### src/rtl/jtag_tap_ctrl_if.sv
// jtag_tap_ctrl_if: TAP serial pins, DR-phase strobes, instruction selects and chain returns
interface jtag_tap_ctrl_if;
  logic tms_i;
  logic tdi_i;
  logic tdo_o;
  logic tdo_oe_o;
  logic test_logic_reset_o;
  logic capture_dr_o;
  logic shift_dr_o;
  logic pause_dr_o;
  logic update_dr_o;
  logic extest_select_o;
  logic sample_preload_select_o;
  logic mbist_select_o;
  logic debug_select_o;
  logic bs_chain_tdo_i;
  logic mbist_tdo_i;
  logic debug_tdo_i;
  modport master (
    output tms_i, tdi_i, bs_chain_tdo_i, mbist_tdo_i, debug_tdo_i,
    input  tdo_o, tdo_oe_o, test_logic_reset_o, capture_dr_o, shift_dr_o, pause_dr_o,
           update_dr_o, extest_select_o, sample_preload_select_o, mbist_select_o, debug_select_o
  );
  modport slave (
    input  tms_i, tdi_i, bs_chain_tdo_i, mbist_tdo_i, debug_tdo_i,
    output tdo_o, tdo_oe_o, test_logic_reset_o, capture_dr_o, shift_dr_o, pause_dr_o,
           update_dr_o, extest_select_o, sample_preload_select_o, mbist_select_o, debug_select_o
  );
endinterface

### src/rtl/jtag_tap_ctrl.sv
// jtag_tap_ctrl: IEEE 1149.1 TAP FSM with IR, IDCODE/BYPASS DRs and TDO mux
module jtag_tap_ctrl #(
  parameter int          IR_LEN       = 4,
  parameter logic [31:0] IDCODE_VALUE = 32'h1180_0001
) (
  input logic            tck_i,
  input logic            trst_ni,
  jtag_tap_ctrl_if.slave jtag
);
  typedef enum logic [3:0] {
    TLR, RTI, SEL_DR, CAP_DR, SH_DR, EX1_DR, PA_DR, EX2_DR, UPD_DR,
    SEL_IR, CAP_IR, SH_IR, EX1_IR, PA_IR, EX2_IR, UPD_IR
  } state_e;
  localparam logic [IR_LEN-1:0] OP_EXTEST = IR_LEN'(0);
  localparam logic [IR_LEN-1:0] OP_SAMPLE = IR_LEN'(1);
  localparam logic [IR_LEN-1:0] OP_IDCODE = IR_LEN'(2);
  localparam logic [IR_LEN-1:0] OP_MBIST  = IR_LEN'(8);
  localparam logic [IR_LEN-1:0] OP_DEBUG  = IR_LEN'(9);
  state_e            state_q, state_d;
  logic [IR_LEN-1:0] ir_q, ir_d, ir_sr_q, ir_sr_d;
  logic [31:0]       idcode_sr_q, idcode_sr_d;
  logic              bypass_q, bypass_d, tdo_q, tdo_d, tdo_oe_q, tdo_oe_d;
  logic              is_ext, is_sp, is_id, is_mb, is_dbg, is_byp;
  assign is_ext = ir_q == OP_EXTEST;
  assign is_sp  = ir_q == OP_SAMPLE;
  assign is_id  = ir_q == OP_IDCODE;
  assign is_mb  = ir_q == OP_MBIST;
  assign is_dbg = ir_q == OP_DEBUG;
  assign is_byp = !(is_ext || is_sp || is_id || is_mb || is_dbg);
  always_comb begin
    state_d = state_q;
    case (state_q)
      TLR:    state_d = jtag.tms_i ? TLR    : RTI;
      RTI:    state_d = jtag.tms_i ? SEL_DR : RTI;
      SEL_DR: state_d = jtag.tms_i ? SEL_IR : CAP_DR;
      CAP_DR: state_d = jtag.tms_i ? EX1_DR : SH_DR;
      SH_DR:  state_d = jtag.tms_i ? EX1_DR : SH_DR;
      EX1_DR: state_d = jtag.tms_i ? UPD_DR : PA_DR;
      PA_DR:  state_d = jtag.tms_i ? EX2_DR : PA_DR;
      EX2_DR: state_d = jtag.tms_i ? UPD_DR : SH_DR;
      UPD_DR: state_d = jtag.tms_i ? SEL_DR : RTI;
      SEL_IR: state_d = jtag.tms_i ? TLR    : CAP_IR;
      CAP_IR: state_d = jtag.tms_i ? EX1_IR : SH_IR;
      SH_IR:  state_d = jtag.tms_i ? EX1_IR : SH_IR;
      EX1_IR: state_d = jtag.tms_i ? UPD_IR : PA_IR;
      PA_IR:  state_d = jtag.tms_i ? EX2_IR : PA_IR;
      EX2_IR: state_d = jtag.tms_i ? UPD_IR : SH_IR;
      UPD_IR: state_d = jtag.tms_i ? SEL_DR : RTI;
    endcase
  end
  always_comb begin
    ir_sr_d     = state_q == CAP_IR ? OP_SAMPLE :
                  state_q == SH_IR  ? {jtag.tdi_i, ir_sr_q[IR_LEN-1:1]} : ir_sr_q;
    ir_d        = state_q == TLR ? OP_IDCODE : state_q == UPD_IR ? ir_sr_q : ir_q;
    idcode_sr_d = !is_id ? idcode_sr_q : state_q == CAP_DR ? IDCODE_VALUE :
                  state_q == SH_DR ? {jtag.tdi_i, idcode_sr_q[31:1]} : idcode_sr_q;
    bypass_d    = !is_byp ? bypass_q : state_q == CAP_DR ? 1'b0 :
                  state_q == SH_DR ? jtag.tdi_i : bypass_q;
    tdo_d       = state_q == SH_IR ? ir_sr_q[0] :
                  state_q != SH_DR ? 1'b0 :
                  is_id  ? idcode_sr_q[0] :
                  is_byp ? bypass_q :
                  (is_ext || is_sp) ? jtag.bs_chain_tdo_i :
                  is_mb  ? jtag.mbist_tdo_i : jtag.debug_tdo_i;
    tdo_oe_d    = state_q == SH_IR || state_q == SH_DR;
  end
  always_ff @(posedge tck_i or negedge trst_ni) begin
    if (!trst_ni) begin
      state_q     <= TLR;
      ir_q        <= OP_IDCODE;
      ir_sr_q     <= OP_SAMPLE;
      idcode_sr_q <= IDCODE_VALUE;
      bypass_q    <= 1'b0;
    end else begin
      state_q     <= state_d;
      ir_q        <= ir_d;
      ir_sr_q     <= ir_sr_d;
      idcode_sr_q <= idcode_sr_d;
      bypass_q    <= bypass_d;
    end
  end
  // TDO launches on the falling edge so the external tester samples a stable bit on the rising edge
  always_ff @(negedge tck_i or negedge trst_ni) begin
    if (!trst_ni) begin
      tdo_q    <= 1'b0;
      tdo_oe_q <= 1'b0;
    end else begin
      tdo_q    <= tdo_d;
      tdo_oe_q <= tdo_oe_d;
    end
  end
  assign jtag.tdo_o                   = tdo_q;
  assign jtag.tdo_oe_o                = tdo_oe_q;
  assign jtag.test_logic_reset_o      = state_q == TLR;
  assign jtag.capture_dr_o            = state_q == CAP_DR;
  assign jtag.shift_dr_o              = state_q == SH_DR;
  assign jtag.pause_dr_o              = state_q == PA_DR;
  assign jtag.update_dr_o             = state_q == UPD_DR;
  assign jtag.extest_select_o         = is_ext;
  assign jtag.sample_preload_select_o = is_sp;
  assign jtag.mbist_select_o          = is_mb;
  assign jtag.debug_select_o          = is_dbg;
endmodule

### src/flat_wrapper.sv
// flat-port wrapper written by rule: the top's interface ports become plain ports
module jtag_tap_ctrl_flat 
#(
  parameter int          IR_LEN       = 4,
  parameter logic [31:0] IDCODE_VALUE = 32'h1180_0001
)
  (tck_i, trst_ni, jtag_tms_i, jtag_tdi_i, jtag_bs_chain_tdo_i, jtag_mbist_tdo_i, jtag_debug_tdo_i, jtag_tdo_o, jtag_tdo_oe_o, jtag_test_logic_reset_o, jtag_capture_dr_o, jtag_shift_dr_o, jtag_pause_dr_o, jtag_update_dr_o, jtag_extest_select_o, jtag_sample_preload_select_o, jtag_mbist_select_o, jtag_debug_select_o);
  jtag_tap_ctrl_if jtag_i ();
  input logic tck_i;
  input logic trst_ni;
  input wire logic [$bits(jtag_i.tms_i)-1:0] jtag_tms_i;
  input wire logic [$bits(jtag_i.tdi_i)-1:0] jtag_tdi_i;
  input wire logic [$bits(jtag_i.bs_chain_tdo_i)-1:0] jtag_bs_chain_tdo_i;
  input wire logic [$bits(jtag_i.mbist_tdo_i)-1:0] jtag_mbist_tdo_i;
  input wire logic [$bits(jtag_i.debug_tdo_i)-1:0] jtag_debug_tdo_i;
  output wire logic [$bits(jtag_i.tdo_o)-1:0] jtag_tdo_o;
  output wire logic [$bits(jtag_i.tdo_oe_o)-1:0] jtag_tdo_oe_o;
  output wire logic [$bits(jtag_i.test_logic_reset_o)-1:0] jtag_test_logic_reset_o;
  output wire logic [$bits(jtag_i.capture_dr_o)-1:0] jtag_capture_dr_o;
  output wire logic [$bits(jtag_i.shift_dr_o)-1:0] jtag_shift_dr_o;
  output wire logic [$bits(jtag_i.pause_dr_o)-1:0] jtag_pause_dr_o;
  output wire logic [$bits(jtag_i.update_dr_o)-1:0] jtag_update_dr_o;
  output wire logic [$bits(jtag_i.extest_select_o)-1:0] jtag_extest_select_o;
  output wire logic [$bits(jtag_i.sample_preload_select_o)-1:0] jtag_sample_preload_select_o;
  output wire logic [$bits(jtag_i.mbist_select_o)-1:0] jtag_mbist_select_o;
  output wire logic [$bits(jtag_i.debug_select_o)-1:0] jtag_debug_select_o;
  assign jtag_i.tms_i = jtag_tms_i;
  assign jtag_i.tdi_i = jtag_tdi_i;
  assign jtag_i.bs_chain_tdo_i = jtag_bs_chain_tdo_i;
  assign jtag_i.mbist_tdo_i = jtag_mbist_tdo_i;
  assign jtag_i.debug_tdo_i = jtag_debug_tdo_i;
  assign jtag_tdo_o = jtag_i.tdo_o;
  assign jtag_tdo_oe_o = jtag_i.tdo_oe_o;
  assign jtag_test_logic_reset_o = jtag_i.test_logic_reset_o;
  assign jtag_capture_dr_o = jtag_i.capture_dr_o;
  assign jtag_shift_dr_o = jtag_i.shift_dr_o;
  assign jtag_pause_dr_o = jtag_i.pause_dr_o;
  assign jtag_update_dr_o = jtag_i.update_dr_o;
  assign jtag_extest_select_o = jtag_i.extest_select_o;
  assign jtag_sample_preload_select_o = jtag_i.sample_preload_select_o;
  assign jtag_mbist_select_o = jtag_i.mbist_select_o;
  assign jtag_debug_select_o = jtag_i.debug_select_o;
  jtag_tap_ctrl #(.IR_LEN(IR_LEN), .IDCODE_VALUE(IDCODE_VALUE)) u_core (.tck_i(tck_i), .trst_ni(trst_ni), .jtag(jtag_i));
endmodule
### config.mk
export PLATFORM = sky130hd
export DESIGN_NAME = jtag_tap_ctrl_flat
export DESIGN_NICKNAME = d
export VERILOG_FILES = /design/src/rtl/jtag_tap_ctrl_if.sv /design/src/rtl/jtag_tap_ctrl.sv /design/src/flat_wrapper.sv
export SDC_FILE = /design/constraint.sdc
export NUM_CORES = 1
export LEC_CHECK = 0
export BUFFER_PORTS_ARGS = -buffer_cell sky130_fd_sc_hd__buf_2
export CAP_MARGIN = 40
export CORE_UTILIZATION = 55
export CTS_CLUSTER_DIAMETER = 100
export DETAILED_ROUTE_END_ITERATION = 8
export GPL_TIMING_DRIVEN = 0
export PLACE_DENSITY = 0.74
export SLEW_MARGIN = 20
export SYNTH_ARGS = -nofsm -noshare
export SYNTH_HDL_FRONTEND = slang
export SYNTH_SLANG_ARGS = --single-unit
### constraint.sdc
create_clock -name tck_i -period 2 [get_ports tck_i]
set_clock_uncertainty 0.2 [all_clocks]
set_input_delay 0 -clock tck_i [delete_from_list [all_inputs] [get_ports tck_i]]
set_output_delay 0 -clock tck_i [all_outputs]
set_load 0.05 [all_outputs]
# Yosys cells after proc, flatten, opt, wreduce, memory -nomap -nowiden

Cells that the tools add are included.
W data, S select, Z words.

Equality and inequality tests: 20
Multiplexer cells: 27
Bitwise operators: 1
Reductions and logical operators: 15

Operator list:

| kind                 | number |
|---|---|
| $mux W32             | 2 |
| $pmux W4 S12         | 1 |
| $eq A4 B4 Y1 const B | 10 |
| $mux W4              | 8 |
| $eq A4 B3 Y1 const B | 4 |
| $eq A4 B2 Y1 const B | 3 |
| $mux W1              | 11 |
| $eq A4 B1 Y1 const B | 2 |
| $logic_not A4 Y1     | 2 |
| $mux W2              | 3 |
| $mux W3              | 2 |
| $reduce_bool A2 Y1   | 3 |
| $logic_or A1 B1 Y1   | 5 |
| $ne A4 B3 Y1 const B | 1 |
| $reduce_and A2 Y1    | 2 |
| $reduce_or A2 Y1     | 2 |
| $reduce_or A3 Y1     | 1 |
| $not A1 Y1           | 1 |

Register bits: 47
Output and inout port bits: 11
Logic and storage cells: 70

# Depth between registers and ports, before layout

Gate-level depths: netlist of run 1.

Depth after elaboration: 9
Mapped depth: 6
Gate-level depth less buffers: 5

==> results of run 1 <==
[worst max-delay path, cell delays in order, from the launching register on]
cell	delay [ns]
dfrtp_1	0.42
buf_4	0.16
nor3_4	0.24
nand2_1	0.08
o21ai_1	0.14
o21ai_1	0.10
[repair_timing]
item,4_1_cts,5_1_grt
hold buffers,3,0
hold endpoints to repair,48,0
pin swaps,5,0
cloned,0,0
setup endpoints to repair,6,5
buffers inserted,13,0
gates resized for setup,28,4
[final cells by class]
| cell class | instances | area, um^2 | share of cell area |
|---|---|---|---|
| timing repair buffer | 33 | 254 | 0.0906 |
| clock inverter | 2 | 13.8 | 0.00491 |
| inverter | 4 | 15.0 | 0.00535 |
| multi-input combinational | 184 | 1040 | 0.370 |
| clock buffer | 6 | 72.6 | 0.0259 |
| tap | 48 | 60.1 | 0.0214 |
| sequential | 47 | 1190 | 0.423 |
| buffer | 22 | 165 | 0.0589 |
[routing by layer]
metal	wire (um)	global-route usage	vias up
met5	0	0	-
met4	74	0.0824	0
met3	126	0.0414	7
met2	2170	0.389	30
met1	2440	0.361	903
li1	-	-	959
[placed cells by master (no fill, tap or decap), types with 3 or more instances in the layout]
| cell | count |
|---|---|
| nand2_1 | 75 |
| dfrtp_1 | 37 |
| o21ai_1 | 35 |
| buf_2 | 23 |
| buf_4 | 13 |
| nor2_1 | 13 |
| clkbuf_8 | 9 |
| a21oi_1 | 7 |
| buf_6 | 6 |
| o21ai_0 | 6 |
| dfstp_2 | 6 |
| o22ai_1 | 5 |
| inv_1 | 3 |
| clkbuf_1 | 3 |
| dlygate4sd3_1 | 3 |
[metrics by stage]
stage,TNS (ns),std cells,power (mW),utilization
floorplan,-1.24,257,2.92,-
CTS,-0.814,346,4.13,0.736
global placement,-1.10,321,3.28,0.648
detailed placement,-1.09,322,3.33,0.655
global route,-1.02,346,4.45,0.738
finish,-0.832,346,4.15,0.738
[power groups by stage]
stage / Sequential, mW / Combinational [mW] / Clock, mW
after floorplan: 1.47 / 1.45 / 0
after global placement: 1.45 / 1.83 / 0
after detailed placement: 1.46 / 1.87 / 0
after CTS: 1.45 / 2.12 / 0.561
after global routing: 1.50 / 2.35 / 0.601
final: 1.46 / 2.14 / 0.549
[final timing paths]
path                                               startpoint                            endpoint  slack (ns)  cells after the start
setup / recovery                   u_core.ir_q[2]$_DFFE_PN0P_         u_core.jtag.tdo_o$_DFF_NN0_       -0.48                      5
hold / removal                                        trst_ni       u_core.ir_sr_q[1]$_DFFE_PN0N_        0.04                      2
setup reg to reg                   u_core.ir_q[2]$_DFFE_PN0P_         u_core.jtag.tdo_o$_DFF_NN0_       -0.48                      5
hold reg to reg            u_core.idcode_sr_q[28]$_DFFE_PN1P_  u_core.idcode_sr_q[28]$_DFFE_PN1P_        0.26                      2
max in group asynchronous                             trst_ni         u_core.jtag.tdo_o$_DFF_NN0_        0.13                      3
min in group tck_i         u_core.idcode_sr_q[28]$_DFFE_PN1P_  u_core.idcode_sr_q[28]$_DFFE_PN1P_        0.26                      2
[registers in the layout, summed over array words and instances (netlist names)]
signal                flops
u_core.idcode_sr_q       32
u_core.ir_q               4
u_core.ir_sr_q            4
u_core.state_q            4
u_core.bypass_q           1
u_core.jtag.tdo_o         1
u_core.jtag.tdo_oe_o      1
[cell families (layout without fill, tap and decap cells)]
family	after synthesis	in the layout	synth area share
XOR/XNOR	1	1	0.00390
flip-flops	47	47	0.526
AND/OR/NAND/NOR	113	113	0.228
multiplexers	1	1	0.00445
buffers and inverters	26	67	0.0529
AO/OA/AOI/OAI	69	69	0.184
==> results.sh, run 1 <==
export IMPL_status="finished with violations"
export IMPL_violations="negative setup slack"
export IMPL_via_per_inst=5.49
export IMPL_yosysTopAreaCell="dfrtp_1"
export IMPL_post_drt_wl_per_cell_um=13.9
export IMPL_synthCells=257
export IMPL_fp_dieH_um=65.9
export IMPL_slew_headroom=0.620
export IMPL_antenna_found_initial=0
export IMPL_hold_slack_ns=0.0403
export IMPL_synth_edff_count=0
export IMPL_synth_nets=264
export IMPL_crit_fanout=3
export IMPL_synthTopCellsByCount="nand2_1, dfrtp_1, o21ai_1"
export IMPL_drive_gt1_frac=0.265
export IMPL_hold_class="input port to async pin"
export IMPL_clk_pin_slew_ns=0.09
export IMPL_synth_seq_area_share=0.526
export IMPL_hold_viol_final=0
export IMPL_worst_ir_drop_vdd_mv=0.827
export IMPL_setup_ws_ns=-0.477
export IMPL_dp_slack_ns=-0.854
export IMPL_portBuffers=16
export IMPL_syn_avg_cell_area_um2=8.75
export IMPL_grtUsageTotal=0.252
export IMPL_end_kind="flip-flop"
export IMPL_dieWidth_um=65.9
export IMPL_cts_buffer_depth=2
export IMPL_grt_pass1_vias=1819
export IMPL_core_um2=3800
export IMPL_fillCellCount=277
export IMPL_dr_pass1_iters=4
export IMPL_synth_most_common_cell="nand2_1"
export IMPL_area_growth_pct=24.7
export IMPL_clock_latency_ns=0.29
export IMPL_ys_ff_latch=47
export IMPL_start_util=0.592
export IMPL_fin_area_um2=2800
export IMPL_placedInstanceArea_um2=2490
export IMPL_antenna_cells=0
export IMPL_p_seq_frac=0.352
export IMPL_gr_total_overflow=0
export IMPL_finalMaxSlewViolations=0
export IMPL_pin_count=18
export IMPL_drt_total_wl_mm=4.80
export IMPL_rows=22
export IMPL_synth_cell_types=43
export IMPL_synth_ff_type="dfrtp_1"
export IMPL_p_leak_nw=1.22
export IMPL_cts_max_level=2
export IMPL_antenna_left=0
export IMPL_power_frac_comb=0.516
export IMPL_drt_iter0_markers=149
export IMPL_dr_total_vias=1899
export IMPL_rsz0062_at_grt="true"
export IMPL_internal_power_mw=2.36
export IMPL_grt_pass1_wl_mm=8.22
export IMPL_netlist_area_um2=2250
export IMPL_worstSetupStartpointType="flip-flop"
export IMPL_p_sw_frac=0.433
export IMPL_setup_viol=4
export IMPL_fin_nets=304
export IMPL_power_per_cell_area_nw_per_um2=1480
export IMPL_setup_worst_path_class="flip-flop to flip-flop"
export IMPL_dieArea_um2=4350
export IMPL_synth_top_cell_area_share=0.434
export IMPL_post_dp_hpwl_mm=3.10
export IMPL_p_clk_frac=0.132
export IMPL_cts_buffers_inserted=5
export IMPL_cts_tree="done"
export IMPL_remaining_drc_errors=0
export IMPL_cts_root_buf="clkbuf_8"
export IMPL_p_sw_mw=1.80
export IMPL_place_gp_congestion=0.782
export IMPL_crit_required_ns=0.94
export IMPL_ys_warn_count=0
export IMPL_cap_violations=0
export IMPL_grt_max_degree=25
export IMPL_cts_sinks=47
export IMPL_arrival_ns=1.42
export IMPL_tightest_slew_ns=0.570
export IMPL_yosys_top_cells_area="dfrtp_1, nand2_1, o21ai_1"
export IMPL_async_reset_ff_frac=1.00
(Power assumes the default switching activity.)
==> run 2: changes to the inputs <==
--- a/config.mk
+++ b/config.mk
@@ -7,11 +7,13 @@
 export LEC_CHECK = 0
 export BUFFER_PORTS_ARGS = -buffer_cell sky130_fd_sc_hd__buf_2
 export CAP_MARGIN = 40
-export CORE_UTILIZATION = 55
+export CELL_PAD_IN_SITES_DETAIL_PLACEMENT = 2
+export CELL_PAD_IN_SITES_GLOBAL_PLACEMENT = 2
+export CORE_UTILIZATION = 36
 export CTS_CLUSTER_DIAMETER = 100
 export DETAILED_ROUTE_END_ITERATION = 8
 export GPL_TIMING_DRIVEN = 0
-export PLACE_DENSITY = 0.74
+export PLACE_DENSITY_LB_ADDON = 0.1
 export SLEW_MARGIN = 20
 export SYNTH_ARGS = -nofsm -noshare
 export SYNTH_HDL_FRONTEND = slang
==> run 2 against run 1 <==
The run still ends with negative setup slack left. Die area increased by 51%. First-iteration DRC count decreased by 51%. Count of clock-buffer cells in the layout is the same. Sequential share of layout area shrank 1.8 points. Combinational power is 7% higher. Routed wire length rose by 44%. Highest routed layer unchanged. Largest power group unchanged.
==> results.sh, run 2 (synthesis gave the netlist of run 1 again) <==
export IMPL_status="finished with violations"
export IMPL_violations="negative setup slack"
export IMPL_placedInstanceArea_um2=2540
export IMPL_slowest_stage="dfrtp_1"
export IMPL_hold_slack_ns=0.0270
export IMPL_remaining_drc_errors=0
export IMPL_worst_path_buf_inv=1
export IMPL_cts_root_buf="clkbuf_8"
export IMPL_fp_dieH_um=81.0
export IMPL_cap_violations=0
export IMPL_drt_total_wl_mm=6.92
export IMPL_final_common_cell="nand2_1"
export IMPL_arrival_ns=1.52
export IMPL_drive_gt1_frac=0.272
export IMPL_crit_path_max_incr_delay_ns=0.45
export IMPL_crit_chain="buf_4 -> nor3_4 -> nand2_1 -> o21ai_1 -> o21ai_1"
export IMPL_gr_total_overflow=0
export IMPL_rsz0062_at_grt="true"
export IMPL_layout_common_cells="nand2_1, dfrtp_1, o21ai_1"
export IMPL_post_drt_wl_per_cell_um=18.4
export IMPL_tightest_slew_ns=0.540
export IMPL_portBuffers=16
export IMPL_hold_viol_final=0
export IMPL_grt_max_degree=26
export IMPL_clock_latency_ns=0.30
export IMPL_r2r_end="u_core.jtag.tdo_o$_DFF_NN0_"
export IMPL_cts_max_level=2
export IMPL_power_per_cell_area_nw_per_um2=1550
export IMPL_rows=28
export IMPL_worst_ir_drop_vdd_mv=0.575
export IMPL_crit_required_ns=0.95
export IMPL_finalMaxSlewViolations=0
export IMPL_setup_viol=4
export IMPL_cts_sinks=47
export IMPL_worstSetupStartpointType="flip-flop"
export IMPL_dieArea_um2=6570
export IMPL_largest_register="u_core.idcode_sr_q"
export IMPL_core_um2=5960
export IMPL_post_dp_hpwl_mm=4.30
export IMPL_grt_pass1_wl_mm=11.2
export IMPL_place_gp_congestion=0.726
export IMPL_fin_area_um2=2930
export IMPL_fin_util=0.492
export IMPL_antenna_cells=0
export IMPL_setup_ws_ns=-0.570
export IMPL_start_util=0.378
export IMPL_clk_pin_slew_ns=0.09
export IMPL_cts_tree="done"
export IMPL_setup_worst_path_class="flip-flop to flip-flop"
export IMPL_rrSetupSlack_ns=-0.57
export IMPL_antenna_left=0
export IMPL_cpMostUsedCell="o21ai_1"
export IMPL_grt_pass1_vias=2175
export IMPL_slew_headroom=0.640
export IMPL_p_leak_nw=1.26
export IMPL_crit_fanout=3
export IMPL_area_growth_pct=30.3
export IMPL_end_kind="flip-flop"
export IMPL_cts_buffer_depth=2
export IMPL_dr_total_vias=2023
export IMPL_fin_nets=308
export IMPL_dr_pass1_iters=4
export IMPL_via_per_inst=5.37
export IMPL_r2r_start="u_core.ir_q[0]$_DFFE_PN0P_"
export IMPL_largest_register_ff_count=32
export IMPL_antenna_found_initial=0
export IMPL_drt_iter0_markers=73
export IMPL_pin_count=18
export IMPL_power_mw=4.54
export IMPL_cts_buffers_inserted=5
export IMPL_crit_family="flip-flops"
export IMPL_dp_slack_ns=-0.918
export IMPL_grtUsageTotal=0.234
export IMPL_dieWidth_um=81.0
export IMPL_hold_class="input port to async pin"
export IMPL_reg2reg_depth=5
run 2: per-stage QoR:
stage,instances,setup TNS [ns]
after floorplan,257,-1.24
after global placement,348,-1.30
after global routing,377,-1.22
final,377,-1.02
after detailed placement,350,-1.17
after CTS,377,-0.924
run 2: worst max path at each step:
| stage | slack, ns | endpoint | start | cells past startpoint |
|---|---|---|---|---|
| floorplan | -0.65 | u_core.jtag.tdo_o$_DFF_NN0_ | u_core.state_q[1]$_DFF_PN0_ | 4 |
| global placement | -0.88 | u_core.jtag.tdo_o$_DFF_NN0_ | u_core.ir_q[1]$_DFFE_PN1P_ | 4 |
| detailed placement | -0.92 | u_core.jtag.tdo_o$_DFF_NN0_ | u_core.ir_q[1]$_DFFE_PN1P_ | 4 |
| CTS | -0.47 | u_core.jtag.tdo_o$_DFF_NN0_ | u_core.ir_q[2]$_DFFE_PN0P_ | 5 |
| global route | -0.65 | u_core.jtag.tdo_o$_DFF_NN0_ | u_core.ir_q[0]$_DFFE_PN0P_ | 6 |
| finish | -0.57 | u_core.jtag.tdo_o$_DFF_NN0_ | u_core.ir_q[0]$_DFFE_PN0P_ | 5 |
run 2: layout make-up:
cell class	count	area (um^2)
plain buffers	22	169
repair buffers	37	307
fillers	650	3030
well taps	75	93.8
inverters	4	17.5
multi-input cells	184	1030
clock buffers	6	82.6
flip-flops and latches	47	1190
clock inverters	2	38.8
run 2: worst reg2reg max path: cells and delay by family, from the launching register on:
family | cells | cell delay (ns)
compound gates | 2 | 0.21
buf+inv | 1 | 0.17
flops | 1 | 0.45
simple gates | 2 | 0.38
run 2: power by group:
group          total, mW  switching, mW  internal (mW)
sequential          1.47          0.211           1.26
combinational       2.30           1.44          0.863
clock              0.760          0.348          0.412
run 2: routing by layer:
metal,track usage,part of all wire,vias to the layer above
li1,-,-,964
met1,0.304,0.47,1015
met2,0.386,0.49,30
met3,0.0438,0.025,14
met4,0.0839,0.023,0
met5,0,0,-
run 2: repair_timing:
action                                  4_1_cts  5_1_grt
setup buffers                                15        0
pin swaps                                     4        3
hold buffers                                  4        0
hold endpoints to repair                     50        0
gates resized for setup                      28        8
gates cloned                                  0        0
endpoints found under the setup margin        7        5
==> run 3: changes to the inputs <==
--- a/config.mk
+++ b/config.mk
@@ -9,8 +9,10 @@
 export CAP_MARGIN = 40
 export CELL_PAD_IN_SITES_DETAIL_PLACEMENT = 2
 export CELL_PAD_IN_SITES_GLOBAL_PLACEMENT = 2
+export CORE_ASPECT_RATIO = 1.25
 export CORE_UTILIZATION = 36
 export CTS_CLUSTER_DIAMETER = 100
+export CTS_CLUSTER_SIZE = 28
 export DETAILED_ROUTE_END_ITERATION = 8
 export GPL_TIMING_DRIVEN = 0
 export PLACE_DENSITY_LB_ADDON = 0.1
==> run 3 against run 2 <==
Largest cell class unchanged. Via count grew 4.3%. Final area up 1.5%. The flow still finishes with violations (negative setup slack). Final cell count is 3.2% higher.
==> results.sh, run 3 (synthesis gave the netlist of run 1 again) <==
export IMPL_status="finished with violations"
export IMPL_violations="negative setup slack"
export IMPL_portBuffers=16
export IMPL_rsz0062_at_grt="true"
export IMPL_dieArea_um2=6570
export IMPL_power_per_cell_area_nw_per_um2=1620
export IMPL_grtUsageMet1=0.273
export IMPL_setup_viol=5
export IMPL_via_per_inst=5.42
export IMPL_drt_iter0_markers=77
export IMPL_end_kind="flip-flop"
export IMPL_rrSetupSlack_ns=-0.57
export IMPL_grt_busiest_layer="met2"
export IMPL_gr_total_overflow=0
export IMPL_crit_fanout=10
export IMPL_crit_required_ns=0.95
export IMPL_use_met3=0.0335
export IMPL_hold_slack_ns=0.101
export IMPL_dr_pass1_iters=4
export IMPL_fin_nets=313
export IMPL_hold_class="input port to async pin"
export IMPL_post_dp_hpwl_mm=4.29
export IMPL_dr_total_vias=2109
export IMPL_antenna_found_initial=0
export IMPL_antenna_cells=0
export IMPL_worst_ir_drop_vdd_mv=0.826
export IMPL_crit_family="flip-flops"
export IMPL_grt_pass1_vias=2248
export IMPL_crit_chain="clkbuf_8 -> nand2_1 -> o21ai_1 -> o21ai_1"
export IMPL_fp_dieH_um=90.4
export IMPL_tightest_slew_ns=0.610
export IMPL_final_common_cell="nand2_1"
export IMPL_cts_tree="done"
export IMPL_dp_cells=356
export IMPL_p_leak_nw=1.28
export IMPL_cts_buffers_inserted=5
export IMPL_core_um2=5900
export IMPL_post_drt_wl_per_cell_um=20.8
export IMPL_hold_viol_final=0
export IMPL_worst_path_buf_inv=1
export IMPL_area_growth_pct=32.2
export IMPL_cts_sinks=47
export IMPL_slew_headroom=0.592
export IMPL_start_util=0.381
export IMPL_dp_slack_ns=-0.876
export IMPL_grtUsageTotal=0.231
export IMPL_crit_path_max_incr_delay_ns=0.58
export IMPL_grt_pass1_wl_mm=11.6
export IMPL_drt_total_wl_mm=8.09
export IMPL_antenna_left=0
export IMPL_drive_gt1_frac=0.296
export IMPL_pin_count=18
export IMPL_cts_buffer_depth=2
export IMPL_cpMostUsedCell="o21ai_1"
export IMPL_finalMaxSlewViolations=0
export IMPL_setup_worst_path_class="flip-flop to flip-flop"
export IMPL_grt_max_degree=31
export IMPL_arrival_ns=1.53
export IMPL_remaining_drc_errors=0
export IMPL_layout_common_cells="nand2_1, dfrtp_1, o21ai_1"
export IMPL_slowest_stage="dfstp_2"
export IMPL_cap_violations=0
export IMPL_largest_register_ff_count=32
export IMPL_largest_register="u_core.idcode_sr_q"
export IMPL_cts_root_buf="clkbuf_8"
export IMPL_clock_latency_ns=0.31
export IMPL_place_gp_congestion=0.777
export IMPL_clk_pin_slew_ns=0.11
export IMPL_setup_ws_ns=-0.573
export IMPL_grt_use_met2=0.415
export IMPL_finalSetupTns_ns=-1.06
export IMPL_cts_max_level=2
export IMPL_fin_cells=389
export IMPL_dieWidth_um=72.7
export IMPL_rows=31
export IMPL_worstSetupStartpointType="flip-flop"
## run 3: cell count changes in the layout (fill, tap and decap cells not counted), sizes merged
cell | before | now
buf | 48 | 51
clkbuf | 13 | 14
clkinv | 0 | 2
inv | 5 | 4
## run 3: power by group
part	total, mW	leakage (nW)	internal, mW	switching (mW)
registers	1.48	0.613	1.26	0.216
logic	2.58	0.611	0.980	1.60
clock network	0.743	0.0581	0.373	0.370
total	4.81	1.28	2.62	2.19
## run 3: layer usage
| metal | routed length [um] | vias up |
|---|---|---|
| li1 | - | 971 |
| met1 | 3360 | 1084 |
| met2 | 4400 | 41 |
| met3 | 163 | 13 |
| met5 | 0 | - |
| met4 | 159 | 0 |
## run 3: repair_timing
item	in CTS	in global routing
hold buffers	4	0
endpoints found under the setup margin	7	6
gates resized for setup	30	12
pin swaps	5	5
buffers inserted	14	7
endpoints found under the hold margin	49	0
## run 3: metrics by stage
stage          cell area [um^2]  power [mW]  utilization
2_1_floorplan              2320        2.92            -
3_3_place_gp               2500        3.40        0.425
3_5_place_dp               2520        3.47        0.428
4_1_cts                    2880        4.51        0.489
5_1_grt                    2970        5.08        0.504
6_report                   2970        4.81        0.504
## run 3: layout make-up
type / instances / area (um^2)
Clock inverter: 3 / 43.8
Buffer: 22 / 165
Sequential cell: 47 / 1190
Fill cell: 632 / 2920
Clock buffer: 5 / 68.8
Multi-Input combinational cell: 184 / 1060
Inverter: 4 / 17.5
Tap cell: 82 / 103
Timing Repair Buffer: 42 / 329
## run 3: worst paths after layout
| kind | from | to | cells past startpoint |
|---|---|---|---|
| hold reg to reg | u_core.idcode_sr_q[28]$_DFFE_PN1P_ | u_core.idcode_sr_q[28]$_DFFE_PN1P_ | 2 |
| max in group asynchronous | trst_ni | u_core.jtag.tdo_o$_DFF_NN0_ | 3 |
| min in group tck_i | u_core.idcode_sr_q[28]$_DFFE_PN1P_ | u_core.idcode_sr_q[28]$_DFFE_PN1P_ | 2 |
| setup / recovery | u_core.ir_q[1]$_DFFE_PN1P_ | u_core.jtag.tdo_o$_DFF_NN0_ | 4 |
| hold / removal | trst_ni | u_core.idcode_sr_q[23]$_DFFE_PN1P_ | 2 |
| setup reg to reg | u_core.ir_q[1]$_DFFE_PN1P_ | u_core.jtag.tdo_o$_DFF_NN0_ | 4 |
